<file path="config.mk">
export PLATFORM = sky130hd
export DESIGN_NAME = wb2ahb_bridge
export DESIGN_NICKNAME = d
export VERILOG_FILES = /design/src/rtl/wb2ahb_bridge.sv
export SDC_FILE = /design/constraint.sdc
export NUM_CORES = 1
export LEC_CHECK = 0
export CAP_MARGIN = 10
export CORE_UTILIZATION = 38
export DETAILED_ROUTE_END_ITERATION = 7
export PLACE_DENSITY = 0.72
export SLEW_MARGIN = 0
export SYNTH_ARGS = -nofsm -noshare
export SYNTH_HDL_FRONTEND = slang
export SYNTH_SLANG_ARGS = --single-unit
</file>
<file path="constraint.sdc">
create_clock -name clk -period 2 [get_ports clk]
set_input_delay 0.2 -clock clk [delete_from_list [all_inputs] [get_ports clk]]
set_output_delay 0.2 -clock clk [all_outputs]
set_load 0.02 [all_outputs]
</file>
<file path="src/rtl/wb2ahb_bridge.sv">
// Wishbone classic slave to AHB-Lite master bridge: one SINGLE transfer per WB cycle.
// Optional feature: define WB2AHB_ERR_EN to report AHB ERROR responses on err_o.
module wb2ahb_bridge #(
  parameter int WB_DATA_WIDTH = 16,
  parameter int WB_ADDR_WIDTH = 32
) (
  input  logic                       clk,
  input  logic                       rst,
  input  logic                       cyc_i,
  input  logic                       stb_i,
  input  logic                       we_i,
  input  logic [WB_ADDR_WIDTH-1:0]   adr_i,
  input  logic [WB_DATA_WIDTH-1:0]   dat_i,
  input  logic [WB_DATA_WIDTH/8-1:0] sel_i,
  output logic [WB_DATA_WIDTH-1:0]   dat_o,
  output logic                       ack_o,
  output logic                       err_o,
  output logic [WB_ADDR_WIDTH-1:0]   haddr,
  output logic [1:0]                 htrans,
  output logic                       hwrite,
  output logic [2:0]                 hsize,
  output logic [2:0]                 hburst,
  output logic [3:0]                 hprot,
  output logic [WB_DATA_WIDTH-1:0]   hwdata,
  input  logic [WB_DATA_WIDTH-1:0]   hrdata,
  input  logic                       hready,
  input  logic                       hresp
);

  localparam int         SEL_W     = WB_DATA_WIDTH / 8;
  localparam int         OFS_W     = $clog2(SEL_W);
  localparam logic [2:0] FULL_SIZE = 3'(OFS_W);
  localparam logic [1:0] HT_IDLE   = 2'b00;
  localparam logic [1:0] HT_NONSEQ = 2'b10;

  typedef enum logic [1:0] {
    IDLE,
    ADDR,
    DATA,
    RESP
  } state_t;

  state_t                     state;
  logic                       req;
  logic                       abort_p0;
  logic [WB_DATA_WIDTH-1:0]   wdat_p0;
  logic [OFS_W-1:0]           ofs;
  logic [2:0]                 size;

  assign req    = cyc_i & stb_i;
  assign hburst = 3'b000;
  assign hprot  = 4'b0011;

  // Transfer size from the byte-select pattern; irregular patterns fall back to full width.
  function automatic logic [2:0] sel_size(input logic [SEL_W-1:0] sel);
    logic [2:0] sz;
    sz = FULL_SIZE;
    for (int i = 0; i < SEL_W; i++) begin
      if (sel == SEL_W'(1 << i)) sz = 3'd0;
    end
    for (int i = 0; i + 1 < SEL_W; i += 2) begin
      if (sel == SEL_W'(3 << i)) sz = 3'd1;
    end
    if (sel == {SEL_W{1'b1}}) sz = FULL_SIZE;
    return sz;
  endfunction

  function automatic logic [OFS_W-1:0] sel_offset(input logic [SEL_W-1:0] sel);
    logic [OFS_W-1:0] o;
    o = '0;
    for (int i = 0; i < SEL_W; i++) begin
      if (sel == SEL_W'(1 << i)) o = OFS_W'(i);
    end
    for (int i = 0; i + 1 < SEL_W; i += 2) begin
      if (sel == SEL_W'(3 << i)) o = OFS_W'(i);
    end
    if (sel == {SEL_W{1'b1}}) o = '0;
    return o;
  endfunction

  assign ofs  = sel_offset(sel_i);
  assign size = sel_size(sel_i);

`ifdef WB2AHB_ERR_EN
  logic err_p0;
  assign err_o = err_p0;
`else
  logic unused_hresp;
  assign err_o        = 1'b0;
  assign unused_hresp = hresp;
`endif

  logic unused_adr_lsb;
  assign unused_adr_lsb = ^adr_i[OFS_W-1:0];

  // Write data is held until the data phase; no reset needed on this datapath register.
  always_ff @(posedge clk) begin
    if (state == IDLE && req) wdat_p0 <= dat_i;
  end

  always_ff @(posedge clk or posedge rst) begin
    if (rst) begin
      state    <= IDLE;
      htrans   <= HT_IDLE;
      haddr    <= '0;
      hwrite   <= 1'b0;
      hsize    <= 3'd0;
      hwdata   <= '0;
      dat_o    <= '0;
      ack_o    <= 1'b0;
      abort_p0 <= 1'b0;
`ifdef WB2AHB_ERR_EN
      err_p0   <= 1'b0;
`endif
    end else begin
      ack_o <= 1'b0;
`ifdef WB2AHB_ERR_EN
      err_p0 <= 1'b0;
`endif
      case (state)
        IDLE: begin
          if (req) begin
            abort_p0 <= 1'b0;
            if (sel_i == '0) begin
              // Nothing to move: complete locally without touching the AHB side.
              state <= RESP;
              ack_o <= 1'b1;
              dat_o <= '0;
            end else begin
              state  <= ADDR;
              htrans <= HT_NONSEQ;
              haddr  <= {adr_i[WB_ADDR_WIDTH-1:OFS_W], ofs};
              hwrite <= we_i;
              hsize  <= size;
            end
          end
        end
        ADDR: begin
          if (!req) abort_p0 <= 1'b1;
          if (hready) begin
            state  <= DATA;
            htrans <= HT_IDLE;
            hwdata <= wdat_p0;
          end
        end
        DATA: begin
          if (!req) abort_p0 <= 1'b1;
          if (hready) begin
            state <= RESP;
`ifdef WB2AHB_ERR_EN
            dat_o <= (hwrite || hresp) ? '0 : hrdata;
            if (req && !abort_p0) begin
              ack_o  <= !hresp;
              err_p0 <= hresp;
            end
`else
            dat_o <= hwrite ? '0 : hrdata;
            if (req && !abort_p0) ack_o <= 1'b1;
`endif
          end
        end
        RESP: begin
          state <= IDLE;
        end
        default: begin
          state  <= IDLE;
          htrans <= HT_IDLE;
        end
      endcase
    end
  end

endmodule

</file>
# ---- Yosys cells after proc, flatten, opt, wreduce, memory -nomap -nowiden
# Index checks and enable logic that the tools add are counted.
dict set report totals {
  ff_bits 90
  in_bits 73
  out_inout_bits 79
  word_cells 66
}
dict set report classes {
  eq_ne 12
  mux 27
  bitwise 2
  n_reduce_logical 15
}
# operator count
set op_table {}
lappend op_table {{16-bit 2-to-1 mux} 4}
lappend op_table {{16-bit case mux with 2 select lines} 1}
lappend op_table {{2-bit 2-to-1 mux} 7}
lappend op_table {{2-bit != test, second input constant} 5}
lappend op_table {{1-bit 2-to-1 mux} 9}
lappend op_table {{3-bit AND reduction} 3}
lappend op_table {{2-bit == test, second input constant} 4}
lappend op_table {{2-bit case mux with 4 select lines} 1}
lappend op_table {{4-bit AND reduction} 2}
lappend op_table {{3-bit 2-to-1 mux} 2}
lappend op_table {{2-bit nonzero test} 3}
lappend op_table {{2-bit by 1-bit == test with 1-bit output, second input constant} 2}
lappend op_table {{2-bit zero test} 2}
lappend op_table {{1-bit case mux with 2 select lines} 2}
lappend op_table {{2-bit case mux with 2 select lines} 1}
lappend op_table {{1-bit logical AND} 2}
lappend op_table {{2-bit by 1-bit != test with 1-bit output, second input constant} 1}
lappend op_table {{2-bit AND reduction} 1}
lappend op_table {{2-bit OR reduction} 1}
lappend op_table {{1-bit bitwise AND} 1}
lappend op_table {{1-bit zero test} 1}
lappend op_table {{1-bit NOT} 1}

# ---- Depth between registers and ports, before layout
# Gate-level depths: netlist (run 1).
dict set report depth {
  word_depth 5
  ltp_mapped 7
}

# ---- Worst setup path after synthesis (run 1)
# No wires, ideal clock.
dict set report synth_path {
  path_type {register -> register}
  start {register state[0]}
  end {register dat_o[10]}
  arrival_time_ns 1.586
  required_ns 1.921
  path_slack_ns 0.334
  path_stages_with_launch 7
  n_path_buf 1
  period_less_slack_ns 1.666
  path_cell_list {dfrtp_1 inv_1 ha_1 nor2b_1 a211oi_4 buf_8 mux2i_1}
}
dict set report synth_via {
  elab_chain_cells 3
  elab_cells_between_ends 8
  classes_between {4 x eq/ne; 1 x mux; 3 x reduce/logical}
}
# item line_no
set synth_lines {}
lappend synth_lines {{start, declared} 43} ;# state_t state;
lappend synth_lines {{start signal, assigned} 103} ;# state <= IDLE;
lappend synth_lines {{start signal, assigned} 126} ;# state <= RESP;
lappend synth_lines {{start signal, assigned} 130} ;# state <= ADDR;
lappend synth_lines {{2-bit == test or 2-bit zero test (tied branches)} 120} ;# case (state)
lappend synth_lines {{2-bit != test (no source line), or another cell as far along} -}
lappend synth_lines {{4-bit AND reduction (no source line)} -}
lappend synth_lines {{end signal, assigned} 157} ;# dat_o <= hwrite ? '0 : hrdata;
lappend synth_lines {{end, declared} 15} ;# output logic [WB_DATA_WIDTH-1:0] dat_o,
# Parallel ways exist; a longest one is shown, timed or not.
# A chain may end at the register's enable or synchronous reset.

# ---- Worst setup path in the final report (run 1)
dict set report layout_path {
  start {register state[0]}
  end {register dat_o[12]}
}
# The elaborated chain is that of the path after synthesis.

==> results.md, run 1 <==
- IO Port Bufs: 138
- Global route overflow: 0
- Starting density of the core: 0.397
- Height of the die: 97.9 um
- Number of buffers added by the clock tree synthesis step: 9
- Ant diodes: 0
- Area of the multi-input gates: 1060 um2
- CP Cell Sequence: inv_1 -> ha_1 -> nor2_1 -> a211oi_4 -> buf_12 -> mux2i_1
- Sequential share of the synthesized area: 0.646
- R2R depth: 6
- Count of mapped cells out of synthesis: 241
- Master of the slowest instance on the critical path: sky130_fd_sc_hd__dfrtp_1
- Aggregate negative setup slack: 0 ns
- Post-synthesis cell type count: 27
- Number of antenna violations at the first check in global routing: 0
- Ranking of synthesized cells by area: sky130_fd_sc_hd__dfrtp_1 (51%), sky130_fd_sc_hd__mux2_2 (16%), sky130_fd_sc_hd__edfxtp_1 (14%)
- Setup clock skew after layout: 0.00957 ns
- Syn Std Cell Area: 3490 um2
- Number of maximum-capacitance violations: 0
- Max Clk Rate: 557 MHz
- Kind of capture point of the worst setup path: flop
- Clock period minus worst slack: 1.79 ns
- Largest area contributor in the netlist: sky130_fd_sc_hd__dfrtp_1
- Max IR drop VDD: 0.611 mV
- Worst skew pair latency: 0.34 ns
- EDFF count, synth: 16
- Count of state elements after synthesis: 87
- Result of the run: complete, but fails checks
- Slew HR: 0.655
- Count of hold buffers inserted by post-cts repair: 0
- Number of setup violations in the final report: 0
- Root Driver: sky130_fd_sc_hd__clkbuf_8
- Mean Syn Cell Area: 14.5 um2
- Share of final-layout standard cells stronger than drive strength 1: 0.197
- Final Cycle Share: 0.897
- Setup Slack @ Placement: 0.0840 ns
- CTS HTree Levels: 3
- Num rows: 34
- Post-Route Utilization: 0.589
- Final worst slack: 0.206 ns
- Total die area: 9580 um2
- Required time of the critical path: 2.26 ns
- Final Power: 0.00748 W
- CORE AREA: 8810 um2
- Critical path class: flop to flop
- Fill cell count: 733
- Max clock buf depth: 2
- Cell with the most instances after synthesis: sky130_fd_sc_hd__dfrtp_1
- Crit-path max cell delay: 0.41 ns
- Remaining routing DRC violations: 13
- IO Pins: 152
- Number of synthesis warnings: 0
- Clock edge transition at the registers on the reported setup and hold paths: 0.09 ns
- Post-synth top flop: sky130_fd_sc_hd__dfrtp_1
- Sort of element at the start of the critical path: flop
- Final-stage net count: 464
- Static leakage power: 2.19 nW
- Clock tree from TritonCTS: built
- Arrival @ worst endpoint: 2.05 ns
- Count of routing violations after the opening detailed-route iteration: 90
- Area overhead of the layout relative to synthesis: 48.5%
- Aggregate global-route resource usage: 0.153
- Aggregate routed wire length: 7.12 mm
- Proportion of register bits with asynchronous set or reset after synthesis: 0.816
- Post_cts resized: 0
- Router iterations before antenna repair: 6
- Routed via count: 2270
- Power density relative to cell area: 1440 nW/um2
- Sinks on Clock Net: 87
- Die width: 97.9 um
- Fraction of post-synthesis cell area in the top cell type by area: 0.509
- Worst hold path type: input pin to asynchronous set/reset pin
- Via count normalized by instance count: 4.55
- Register-to-register path setup slack: 0.21 ns
- Hold violation total from the final report: 0
- RePlAce Congestion: 0.736
- Failing checks: design-rule violations
- Vias in the first global route: 2421
- Post-CTS repair timing setup buffer count: 0
- HPWL after detailed placement: 5.14 mm
- Count of final max-slew check failures: 0
- Area of all sequential standard cells: 2260 um2
- Biggest fanout along the worst timing path: 16
- Routed WL per cell: 14.3 um
- Number of nets with antenna violations after routing: 0
- Worst slew pin tran: 0.517 ns
- Pin count of the biggest net entering global routing: 40
- Unrepaired setup endpoints after global routing: no
- Synth top cells by count: sky130_fd_sc_hd__dfrtp_1 (71), sky130_fd_sc_hd__mux2_2 (49), sky130_fd_sc_hd__inv_1 (21), sky130_fd_sc_hd__nand2_1 (21)
- Wire length of the first global-routing pass: 11.6 mm
## final cells by class
| cell class | instances | area share |
|---|---|---|
| sequential | 87 | 0.435 |
| timing repair buffer | 144 | 0.280 |
| clock buffer | 10 | 0.0265 |
| multi-input combinational | 123 | 0.204 |
| tap | 108 | 0.0261 |
| inverter | 21 | 0.0152 |
| clock inverter | 6 | 0.0133 |
## critical path, delay by kind of cell (launching register included)
kind / cells / cell delay [ns]
simple gates: 1 / 0.15
fa+ha+maj: 1 / 0.40
compound gates: 1 / 0.22
mux: 1 / 0.22
flops: 1 / 0.41
buf+inv: 2 / 0.31
## metrics by stage
step | hold WS, ns | cell area (um2) | instances
after floorplan | 0.299 | 3530 | 250
after global placement | 0.459 | 4980 | 483
after detailed placement | 0.466 | 4980 | 483
after CTS | 0.279 | 5180 | 499
after global routing | 0.307 | 5180 | 499
final | 0.274 | 5180 | 499
## flip-flops by register name (all words and copies together) (netlist names)
signal	count
wdat_p0	16
abort_p0	1
ack_o	1
state	2
hsize	1
htrans	1
hwdata	16
haddr	32
dat_o	16
hwrite	1
## cell usage in the layout (no fill, tap or decap), drive strengths merged, types with 6 or more instances in the layout
cell type,instances
clkdlybuf4s50,138
dfrtp,71
mux2,49
inv,22
nand2,21
mux2i,16
edfxtp,16
conb,11
clkbuf,10
buf,6
## power breakdown
part / switching (W) / internal, W
logic: 0.00165 / 0.00185
clock network: 0.000625 / 0.000618
registers: 0.000299 / 0.00244
total: 0.00257 / 0.00491
## logic make-up (layout without fill, tap and decap cells)
group / count (synthesis) / count (layout) / share of synthesized area
flops: 87 / 87 / 0.646
mux: 65 / 65 / 0.204
simple gates: 30 / 30 / 0.0430
other cells: 2 / 11 / 0.00215
buf+inv: 40 / 181 / 0.0609
compound gates: 12 / 12 / 0.0258
fa+ha+maj: 5 / 5 / 0.0179
## per-layer routing
metal  routed length [um]  global-route usage  vias up
met5                    0                   0        -
met4                   53              0.0385        0
met3                  564              0.0515        6
met2                 3540               0.255       86
met1                 2970               0.192     1099
li1                     -                   -     1079
## path summary, 6_finish.rpt
path | start | to
min in group clk | dat_i[5] | wdat_p0[5]
max in group asynchronous | rst | dat_o[14]
min | rst | haddr[15]
max reg2reg | state[0] | dat_o[12]
min reg2reg | wdat_p0[6] | hwdata[6]
max | state[0] | dat_o[12]
(Power assumes the default switching activity.)
==> inputs of run 2 (changes only) <==
Settings changed: SLEW_MARGIN 0 to 20.
==> results of run 2 <==
The final DEF is identical to that of run 1; final timing and power are the same.
